[src/rtl/avli2c_write_buffer_if.sv]
// Bus between the Avalon-side register file and the I2C write staging buffer.
// The master modport is the register file / I2C engine side; slave is the buffer.
interface avli2c_write_buffer_if #(
    parameter int unsigned ADDR_BYTES = 1,
    parameter int unsigned DATA_BYTES = 4
);
    localparam int unsigned PEND_W = $clog2(ADDR_BYTES + DATA_BYTES + 1);

    logic [8*ADDR_BYTES-1:0] address_i;
    logic                    address_valid_i;
    logic [8*DATA_BYTES-1:0] data_i;
    logic [DATA_BYTES-1:0]   data_valid_i;
    logic                    clear_i;
    logic                    busy_o;
    logic                    i2c_data_available_o;
    logic [7:0]              i2c_data_o;
    logic                    i2c_last_o;
    logic                    i2c_read_data_i;
    logic [PEND_W-1:0]       pending_o;
    logic                    overflow_o;

    modport master (
        output address_i, address_valid_i, data_i, data_valid_i, clear_i, i2c_read_data_i,
        input  busy_o, i2c_data_available_o, i2c_data_o, i2c_last_o, pending_o, overflow_o
    );

    modport slave (
        input  address_i, address_valid_i, data_i, data_valid_i, clear_i, i2c_read_data_i,
        output busy_o, i2c_data_available_o, i2c_data_o, i2c_last_o, pending_o, overflow_o
    );
endinterface

[src/rtl/avli2c_write_buffer.sv]
// Address/data staging buffer: collects a word address plus byte-enabled data lanes and
// drains them to the I2C master as a show-ahead byte stream (address MSB first, then lanes).
module avli2c_write_buffer #(
    parameter int unsigned ADDR_BYTES = 1,
    parameter int unsigned DATA_BYTES = 4,
    parameter bit          MSB_FIRST  = 1'b0
) (
    input logic                    clock_i,
    input logic                    reset_i,
    avli2c_write_buffer_if.slave   bus
);
    localparam int unsigned PW  = $clog2(ADDR_BYTES + DATA_BYTES + 1);
    localparam int unsigned AIW = (ADDR_BYTES > 1) ? $clog2(ADDR_BYTES) : 1;
    localparam int unsigned LW  = (DATA_BYTES > 1) ? $clog2(DATA_BYTES) : 1;

    typedef enum logic [1:0] {StIdle, StAddr, StData} state_e;

    state_e                  r_state,      w_state_nxt;
    logic [8*ADDR_BYTES-1:0] r_address,    w_address_nxt;
    logic                    r_addr_valid, w_addr_valid_nxt;
    logic [AIW-1:0]          r_addr_idx,   w_addr_idx_nxt;
    logic [8*DATA_BYTES-1:0] r_data,       w_data_nxt;
    logic [DATA_BYTES-1:0]   r_lane_valid, w_lane_valid_nxt;
    logic                    r_overflow,   w_overflow_nxt;

    logic [LW-1:0] w_head_lane;
    logic [PW-1:0] w_lane_cnt;
    logic [PW-1:0] w_pending;
    logic          w_avail;
    logic [7:0]    w_head_byte;
    logic          w_last_addr;
    logic          w_pop;
    logic          w_wr_req;
    logic          w_wr_ok;

    // Later matches overwrite earlier ones, so scan in reverse of the send order.
    always_comb begin
        w_head_lane = '0;
        w_lane_cnt  = '0;
        for (int i = 0; i < DATA_BYTES; i++) begin
            if (r_lane_valid[MSB_FIRST ? i : DATA_BYTES-1-i]) begin
                w_head_lane = LW'(MSB_FIRST ? i : DATA_BYTES-1-i);
            end
            w_lane_cnt = w_lane_cnt + PW'(r_lane_valid[i]);
        end
    end

    always_comb begin
        w_pending   = (r_addr_valid ? (PW'(ADDR_BYTES) - PW'(r_addr_idx)) : '0) + w_lane_cnt;
        w_avail     = (w_pending != '0);
        w_last_addr = (r_addr_idx == AIW'(ADDR_BYTES - 1));
        if (r_addr_valid) begin
            w_head_byte = r_address[8*(ADDR_BYTES-1-r_addr_idx) +: 8];
        end else if (w_avail) begin
            w_head_byte = r_data[8*w_head_lane +: 8];
        end else begin
            w_head_byte = 8'h00;
        end
    end

    always_comb begin
        w_state_nxt      = r_state;
        w_address_nxt    = r_address;
        w_addr_valid_nxt = r_addr_valid;
        w_addr_idx_nxt   = r_addr_idx;
        w_data_nxt       = r_data;
        w_lane_valid_nxt = r_lane_valid;
        w_overflow_nxt   = r_overflow;

        w_pop    = bus.i2c_read_data_i && w_avail;
        w_wr_req = bus.address_valid_i || (|bus.data_valid_i);
        w_wr_ok  = w_wr_req && (r_state == StIdle) && !w_pop;

        if (bus.clear_i) begin
            w_state_nxt      = StIdle;
            w_address_nxt    = '0;
            w_addr_valid_nxt = 1'b0;
            w_addr_idx_nxt   = '0;
            w_data_nxt       = '0;
            w_lane_valid_nxt = '0;
            w_overflow_nxt   = 1'b0;
        end else begin
            if (w_wr_req && !w_wr_ok) begin
                w_overflow_nxt = 1'b1;
            end
            if (w_wr_ok) begin
                if (bus.address_valid_i) begin
                    w_address_nxt    = bus.address_i;
                    w_addr_valid_nxt = 1'b1;
                    w_addr_idx_nxt   = '0;
                end
                for (int i = 0; i < DATA_BYTES; i++) begin
                    if (bus.data_valid_i[i]) begin
                        w_data_nxt[8*i +: 8] = bus.data_i[8*i +: 8];
                        w_lane_valid_nxt[i]  = 1'b1;
                    end
                end
            end
            if (w_pop) begin
                if (r_addr_valid) begin
                    if (w_last_addr) begin
                        w_addr_valid_nxt = 1'b0;
                        w_addr_idx_nxt   = '0;
                    end else begin
                        w_addr_idx_nxt = r_addr_idx + 1'b1;
                    end
                end else begin
                    w_lane_valid_nxt[w_head_lane] = 1'b0;
                end
                if (w_pending == PW'(1)) begin
                    w_state_nxt = StIdle;
                end else if (r_addr_valid && !w_last_addr) begin
                    w_state_nxt = StAddr;
                end else begin
                    w_state_nxt = StData;
                end
            end
        end
    end

    always_ff @(posedge clock_i or negedge reset_i) begin
        if (!reset_i) begin
            r_state      <= StIdle;
            r_address    <= '0;
            r_addr_valid <= 1'b0;
            r_addr_idx   <= '0;
            r_data       <= '0;
            r_lane_valid <= '0;
            r_overflow   <= 1'b0;
        end else begin
            r_state      <= w_state_nxt;
            r_address    <= w_address_nxt;
            r_addr_valid <= w_addr_valid_nxt;
            r_addr_idx   <= w_addr_idx_nxt;
            r_data       <= w_data_nxt;
            r_lane_valid <= w_lane_valid_nxt;
            r_overflow   <= w_overflow_nxt;
        end
    end

    assign bus.busy_o               = (r_state != StIdle);
    assign bus.i2c_data_available_o = w_avail;
    assign bus.i2c_data_o           = w_head_byte;
    assign bus.i2c_last_o           = (w_pending == PW'(1));
    assign bus.pending_o            = w_pending;
    assign bus.overflow_o           = r_overflow;
endmodule
[src/flat_wrapper.sv]
// flat-port wrapper written by rule: the top's interface ports become plain ports
module avli2c_write_buffer_flat 
#(
    parameter int unsigned ADDR_BYTES = 1,
    parameter int unsigned DATA_BYTES = 4,
    parameter bit          MSB_FIRST  = 1'b0
)
  (clock_i, reset_i, bus_address_i, bus_address_valid_i, bus_data_i, bus_data_valid_i, bus_clear_i, bus_i2c_read_data_i, bus_busy_o, bus_i2c_data_available_o, bus_i2c_data_o, bus_i2c_last_o, bus_pending_o, bus_overflow_o);
  avli2c_write_buffer_if #(.ADDR_BYTES(ADDR_BYTES), .DATA_BYTES(DATA_BYTES)) bus_i ();
  input logic clock_i;
  input logic reset_i;
  input wire logic [$bits(bus_i.address_i)-1:0] bus_address_i;
  input wire logic [$bits(bus_i.address_valid_i)-1:0] bus_address_valid_i;
  input wire logic [$bits(bus_i.data_i)-1:0] bus_data_i;
  input wire logic [$bits(bus_i.data_valid_i)-1:0] bus_data_valid_i;
  input wire logic [$bits(bus_i.clear_i)-1:0] bus_clear_i;
  input wire logic [$bits(bus_i.i2c_read_data_i)-1:0] bus_i2c_read_data_i;
  output wire logic [$bits(bus_i.busy_o)-1:0] bus_busy_o;
  output wire logic [$bits(bus_i.i2c_data_available_o)-1:0] bus_i2c_data_available_o;
  output wire logic [$bits(bus_i.i2c_data_o)-1:0] bus_i2c_data_o;
  output wire logic [$bits(bus_i.i2c_last_o)-1:0] bus_i2c_last_o;
  output wire logic [$bits(bus_i.pending_o)-1:0] bus_pending_o;
  output wire logic [$bits(bus_i.overflow_o)-1:0] bus_overflow_o;
  assign bus_i.address_i = bus_address_i;
  assign bus_i.address_valid_i = bus_address_valid_i;
  assign bus_i.data_i = bus_data_i;
  assign bus_i.data_valid_i = bus_data_valid_i;
  assign bus_i.clear_i = bus_clear_i;
  assign bus_i.i2c_read_data_i = bus_i2c_read_data_i;
  assign bus_busy_o = bus_i.busy_o;
  assign bus_i2c_data_available_o = bus_i.i2c_data_available_o;
  assign bus_i2c_data_o = bus_i.i2c_data_o;
  assign bus_i2c_last_o = bus_i.i2c_last_o;
  assign bus_pending_o = bus_i.pending_o;
  assign bus_overflow_o = bus_i.overflow_o;
  avli2c_write_buffer #(.ADDR_BYTES(ADDR_BYTES), .DATA_BYTES(DATA_BYTES), .MSB_FIRST(MSB_FIRST)) u_core (.clock_i(clock_i), .reset_i(reset_i), .bus(bus_i));
endmodule
[config.mk]
export PLATFORM = sky130hd
export DESIGN_NAME = avli2c_write_buffer_flat
export DESIGN_NICKNAME = d
export VERILOG_FILES = /design/src/rtl/avli2c_write_buffer_if.sv /design/src/rtl/avli2c_write_buffer.sv /design/src/flat_wrapper.sv
export SDC_FILE = /design/constraint.sdc
export NUM_CORES = 1
export LEC_CHECK = 0
export ABC_AREA = 1
export BUFFER_PORTS_ARGS = -buffer_cell sky130_fd_sc_hd__buf_2
export CAP_MARGIN = 30
export CORE_MARGIN = 1
export CORE_UTILIZATION = 60
export DETAILED_ROUTE_END_ITERATION = 16
export GPL_TIMING_DRIVEN = 0
export HOLD_SLACK_MARGIN = 0.06
export PLACE_DENSITY = 0.92
export SLEW_MARGIN = 20
export SYNTH_ARGS = -nofsm -noshare
export SYNTH_HDL_FRONTEND = slang
export SYNTH_SLANG_ARGS = --single-unit
[constraint.sdc]
create_clock -name clock_i -period 4.1 [get_ports clock_i]
set_input_delay 0.205 -clock clock_i [delete_from_list [all_inputs] [get_ports clock_i]]
set_output_delay 0.205 -clock clock_i [all_outputs]
set_load 0.1 [all_outputs]
==> results.cfg, run 1 <==
[sta]
setup_viol = 0
period_share_pct = 91.9
min_period_ns = 3.77
max_freq_mhz = 265
finalSetupTns_ns = 0
final_max_slew_viol_count = 0
worst_pin_slew_ns = 0.514
rsz0062_at_grt = no
maxSlewHeadroom_pct = 65.7
timing_hold_violations_final = 0
final.setup_skew_ns = 0.00443

[logic_synthesis]
synth_fp_nets = 478
synth_cell_types = 32
ys.flop_type = dfrtp_1
syn_inst = 425
syn_area_um2 = 3380
synthTopCellsByArea = dfrtp_1 (36%), nand3_2 (12%), nand3_1 (10%)
netlist.area_leader.share_pct = 36.3
yosysSeqAreaShare_pct = 36.3
synth_area_leader_cell = dfrtp_1
async_reset_ff_share_pct = 100
yosysWarnings = 0
synth.avg_cell_area_um2 = 7.94
synth_edf_count = 0
synth-seq-cells = 49

[worst_setup_path]
critPathMaxFanout = 10
start_kind = flip-flop
cpPeakStageDelay_ns = 0.50
worst_ep_required_time_ns = 3.89
path_class = reg -> out
worstPathCellList = inv_1, nor2_2, fa_1, ha_1, inv_1, fa_1, nand2_1, nor2_1, nor2_4, nand2_1, nand2_1, buf_2
critPathTopFamily = adder cells
cp_slowest_cell = fa_1
cp_num_buf_inv = 3
cp-end-kind = primary output
cp.arrival_ns = 3.56
crit_path_frequent_cell = nand2_1

[detailed_routing]
avgViaCountPerCell = 5.67
routedWlPerCell_um = 15.5
ant_nets = 0
wirelength_um = 8760
vias = 3212
drt_pass1_iterations = 7
drc_errors = 0
drtIter0Drc = 431

[cts]
cts_tree = done
clockBufferDepth = 2
clk_latency_ns = 0.31
clk_pin_slew_ns = 0.09
cts_buffers = 5
htree_levels = 2
cts-root-buf = clkbuf_8
cts_setup_buffers = 0
cts_sinks = 49

[layout]
antenna_cells = 0
drive_gt1_share_pct = 30.8
syn2layout_area_growth_pct = 15.3
final_net_count = 549

[hold_path]
hold_path_class = in -> reg

[floorplanning]
start_util_pct = 64.1
io-pin-count = 64
chipHeight_um = 77.0
coreArea_um2 = 5270
die_area_um2 = 5930
fp-row-count = 26
die_w_um = 77.0

[grt]
antenna_found_initial = 0
grt_overflow = 0
grtUsageTotal_pct = 31.3
grt_pass1_wl_um = 14400
grt_start_max_net_pins = 31
grt_pass1_vias = 3094

[run]
max-cap-violations = 0

[placement]
globalplace.congestion = 0.933
post-dp-hpwl_um = 6380
io_buffers = 62

[status]
status = finished, final reports clean
[cells in the mapped netlist (5+ instances only)]
cell type and n:
nand2_1 80, nand3_1 70, inv_1 57, dfrtp_1 49, nor2_1 43, nand3_2 40, nand4_1 16, clkbuf_1 9
inv_2 6, o21ai_1 6, a21oi_1 5, buf_4 5, nand4_2 5
[final timing paths]
check                                           start                endpoint  slack (ns)  cells after the start
worst max-delay path              u_core.r_addr_valid       bus_i2c_data_o[6]        0.33                     12
worst min-delay path                    bus_data_i[3]        u_core.r_data[3]        0.19                      5
worst max register to register    u_core.r_addr_valid  u_core.r_lane_valid[3]        0.95                     12
worst min register to register  u_core.bus.overflow_o   u_core.bus.overflow_o        0.50                      2
max in group asynchronous                     reset_i       u_core.r_data[11]        3.17                      3
min in group asynchronous                     reset_i       u_core.r_state[1]        0.39                      2
[sequential cells by signal, summed over array words and instances (netlist names)]
signal                 flops
u_core.r_lane_valid        4
u_core.bus.overflow_o      1
u_core.r_addr_idx          1
u_core.r_state             2
u_core.r_addr_valid        1
u_core.r_data             32
u_core.r_address           8
[layer usage]
layer	track usage, %	vias to the layer above	routed length [um]
met3	5.71	23	624
met4	11.3	0	229
li1	-	1514	-
met1	40.2	1485	3630
met2	52.6	190	4280
met5	0	-	0
[cell usage in the layout (no fill, tap or decap), types with 9 or more instances in the layout]
master     n
inv_1     57
nand4_1   16
nand3_2   40
nand3_1   70
nor2_1    43
clkbuf_1   9
buf_2     64
nand2_1   80
dfrtp_1   49
[area by class of cell]
class	count	area [um^2]
Tap cell	70	87.6
Buffer	21	173
Timing Repair Buffer	64	340
Clock buffer	6	82.6
Clock inverter	1	7.51
Fill cell	412	1380
Inverter	65	248
Multi-Input combinational cell	290	1730
Sequential cell	49	1230
[repair_timing]
item                                   in CTS  in global routing
hold buffers                                1                  0
setup endpoints to repair                   0                  0
endpoints found under the hold margin      19                  0
resized for setup                           0                  0
[cells by family after synthesis]
logic type	Yosys count	synth area share (%)
adders and majority gates	4	1.93
DFF	49	36.3
buffers and inverters	86	12.5
AOI/OAI and AO/OA	15	2.45
and+or+nand+nor	271	46.8
[metrics by stage]
step / worst slack, ns / hold WS, ns / cell area [um^2] / util (%) / instances
CTS: 0.395 / 0.193 / 3890 / 73.9 / 566
detailed placement: 0.738 / 0.193 / 3790 / 72.0 / 558
floorplan: 0.304 / -0.0906 / 3380 / - / 425
finish: 0.331 / 0.194 / 3890 / 73.9 / 566
global placement: 0.868 / 0.444 / 3770 / 71.6 / 557
global route: 0.235 / 0.212 / 3890 / 73.9 / 566
[worst register-to-register path: stages (launching register included)]
cell,delay (ns)
dfrtp_1,0.43
inv_1,0.11
nor2_2,0.37
fa_1,0.51
ha_1,0.20
inv_1,0.07
fa_1,0.48
nand2_1,0.16
nor2_1,0.09
nor2_4,0.22
nand2_1,0.17
o21ai_1,0.18
a21oi_1,0.06
Power of run 1 is left out: the tool's default activity adds up to more than one toggle a clock period on the data nets, which glitch-free logic cannot reach.
==> run 2: changes to the inputs <==
CELL_PAD_IN_SITES_DETAIL_PLACEMENT = 1   (was unset)
CELL_PAD_IN_SITES_GLOBAL_PLACEMENT = 2   (was unset)
CORE_UTILIZATION = 35   (was 60)
MAX_ROUTING_LAYER = met4   (was unset)
PLACE_DENSITY = 0.93   (was 0.92)
==> results.cfg, run 2 (synthesis gave the netlist of run 1 again) <==
[sta]
finalSetupTns_ns = 0
rsz0062_at_grt = no
maxSlewHeadroom_pct = 65.6
min_period_ns = 3.74
timing_hold_violations_final = 0
period_share_pct = 91.2
worst_pin_slew_ns = 0.516
setup_viol = 0
max_freq_mhz = 267
final_max_slew_viol_count = 0
layout_setup_ws_ns = 0.359
final.setup_skew_ns = 0.00986

[layout]
instances_no_fill = 626
top_register = u_core.r_data
mostFrequentLayoutCell = nand2_1
layout_common_cells = nand2_1 (80), nand3_1 (70), buf_2 (64)
final_util_pct = 42.8
final_net_count = 549
reg_top3 = u_core.r_data (32), u_core.r_address (8), u_core.r_lane_valid (4)
largest_reg_flops = 32
syn2layout_area_growth_pct = 17.6
antenna_cells = 0
drive_gt1_share_pct = 31.0

[worst_setup_path]
critPathMaxFanout = 10
worst_ep_required_time_ns = 3.89
cp-end-kind = primary output
start_kind = flip-flop
cp.arrival_ns = 3.54
path_class = reg -> out

[floorplanning]
coreArea_um2 = 9280
start_util_pct = 36.4
die_area_um2 = 10000
chipHeight_um = 100
fp-row-count = 35
die_w_um = 100
io-pin-count = 64

[detailed_routing]
vias = 3071
ant_nets = 0
wirelength_um = 9180
avgViaCountPerCell = 4.91
drt_pass1_iterations = 4
routedWlPerCell_um = 14.7
drtIter0Drc = 123
drc_errors = 0

[cts]
cts_setup_buffers = 0
clk_latency_ns = 0.31
cts_tree = done
cts_sinks = 49
cts-root-buf = clkbuf_8
cts_buffers = 5
postCtsHoldBufs = 1
clockBufferDepth = 2
clk_pin_slew_ns = 0.10
cts_resized = 0
htree_levels = 2

[placement]
preCtsSetupSlack_ns = 0.682
dp_cells = 617
globalplace.congestion = 0.831
post-dp-hpwl_um = 7270
io_buffers = 62

[hold_path]
hold_path_class = in -> reg

[grt]
grt_overflow = 0
grt_pass1_wl_um = 15800
antenna_found_initial = 0
grtUsageTotal_pct = 20.8
grt_start_max_net_pins = 31
grt_pass1_vias = 3190

[status]
status = finished, final reports clean

[run]
max-cap-violations = 0
-- run 2: cell count changes in the layout (fill, tap and decap cells not counted), sizes merged --
cell and change:
clkinv +1, inv +1, clkbuf -1
-- run 2: critical path, cell delays in order (launching register included) --
cell     delay [ns]
dfrtp_1        0.42
inv_1          0.09
nor2_2         0.39
fa_1           0.51
ha_1           0.20
inv_1          0.07
fa_1           0.48
nand2_1        0.15
nor2_1         0.08
nor2_4         0.21
nand2_1        0.10
nand2_1        0.09
buf_2          0.43
-- run 2: per-layer routing --
layer	track usage, %	wire length (um)	share of wire (%)	vias up
li1	-	-	-	1518
met1	27.8	4310	47	1473
met2	32.9	4330	47	65
met3	2.51	338	3.7	15
met4	7.02	204	2.2	0
met5	-	0	0	-
-- run 2: final timing paths --
check	from	end	slack, ns	depth (start not counted)
setup / recovery	u_core.r_addr_valid	bus_i2c_data_o[6]	0.36	12
hold / removal	bus_data_i[0]	u_core.r_data[0]	0.18	5
setup reg to reg	u_core.r_addr_valid	u_core.r_lane_valid[3]	0.98	12
hold reg to reg	u_core.bus.overflow_o	u_core.bus.overflow_o	0.52	2
max in group asynchronous	reset_i	u_core.r_state[1]	3.20	3
min in group asynchronous	reset_i	u_core.r_data[8]	0.38	2
-- run 2: cell type report --
type | instances | area [um^2]
inverter | 65 | 248
buffer | 21 | 173
timing repair buffer | 64 | 340
clock buffer | 5 | 68.8
fill | 1236 | 5310
tap | 129 | 161
multi-input combinational | 290 | 1730
sequential | 49 | 1230
clock inverter | 3 | 25.0
-- run 2: stage by stage --
stage | area [um^2] | hold slack [ns]
6_report | 3970 | 0.185
5_1_grt | 3970 | 0.196
4_1_cts | 3970 | 0.182
3_5_place_dp | 3870 | 0.197
3_3_place_gp | 3850 | 0.471
2_1_floorplan | 3380 | -0.0906
Power of run 2 is left out for the same reason.
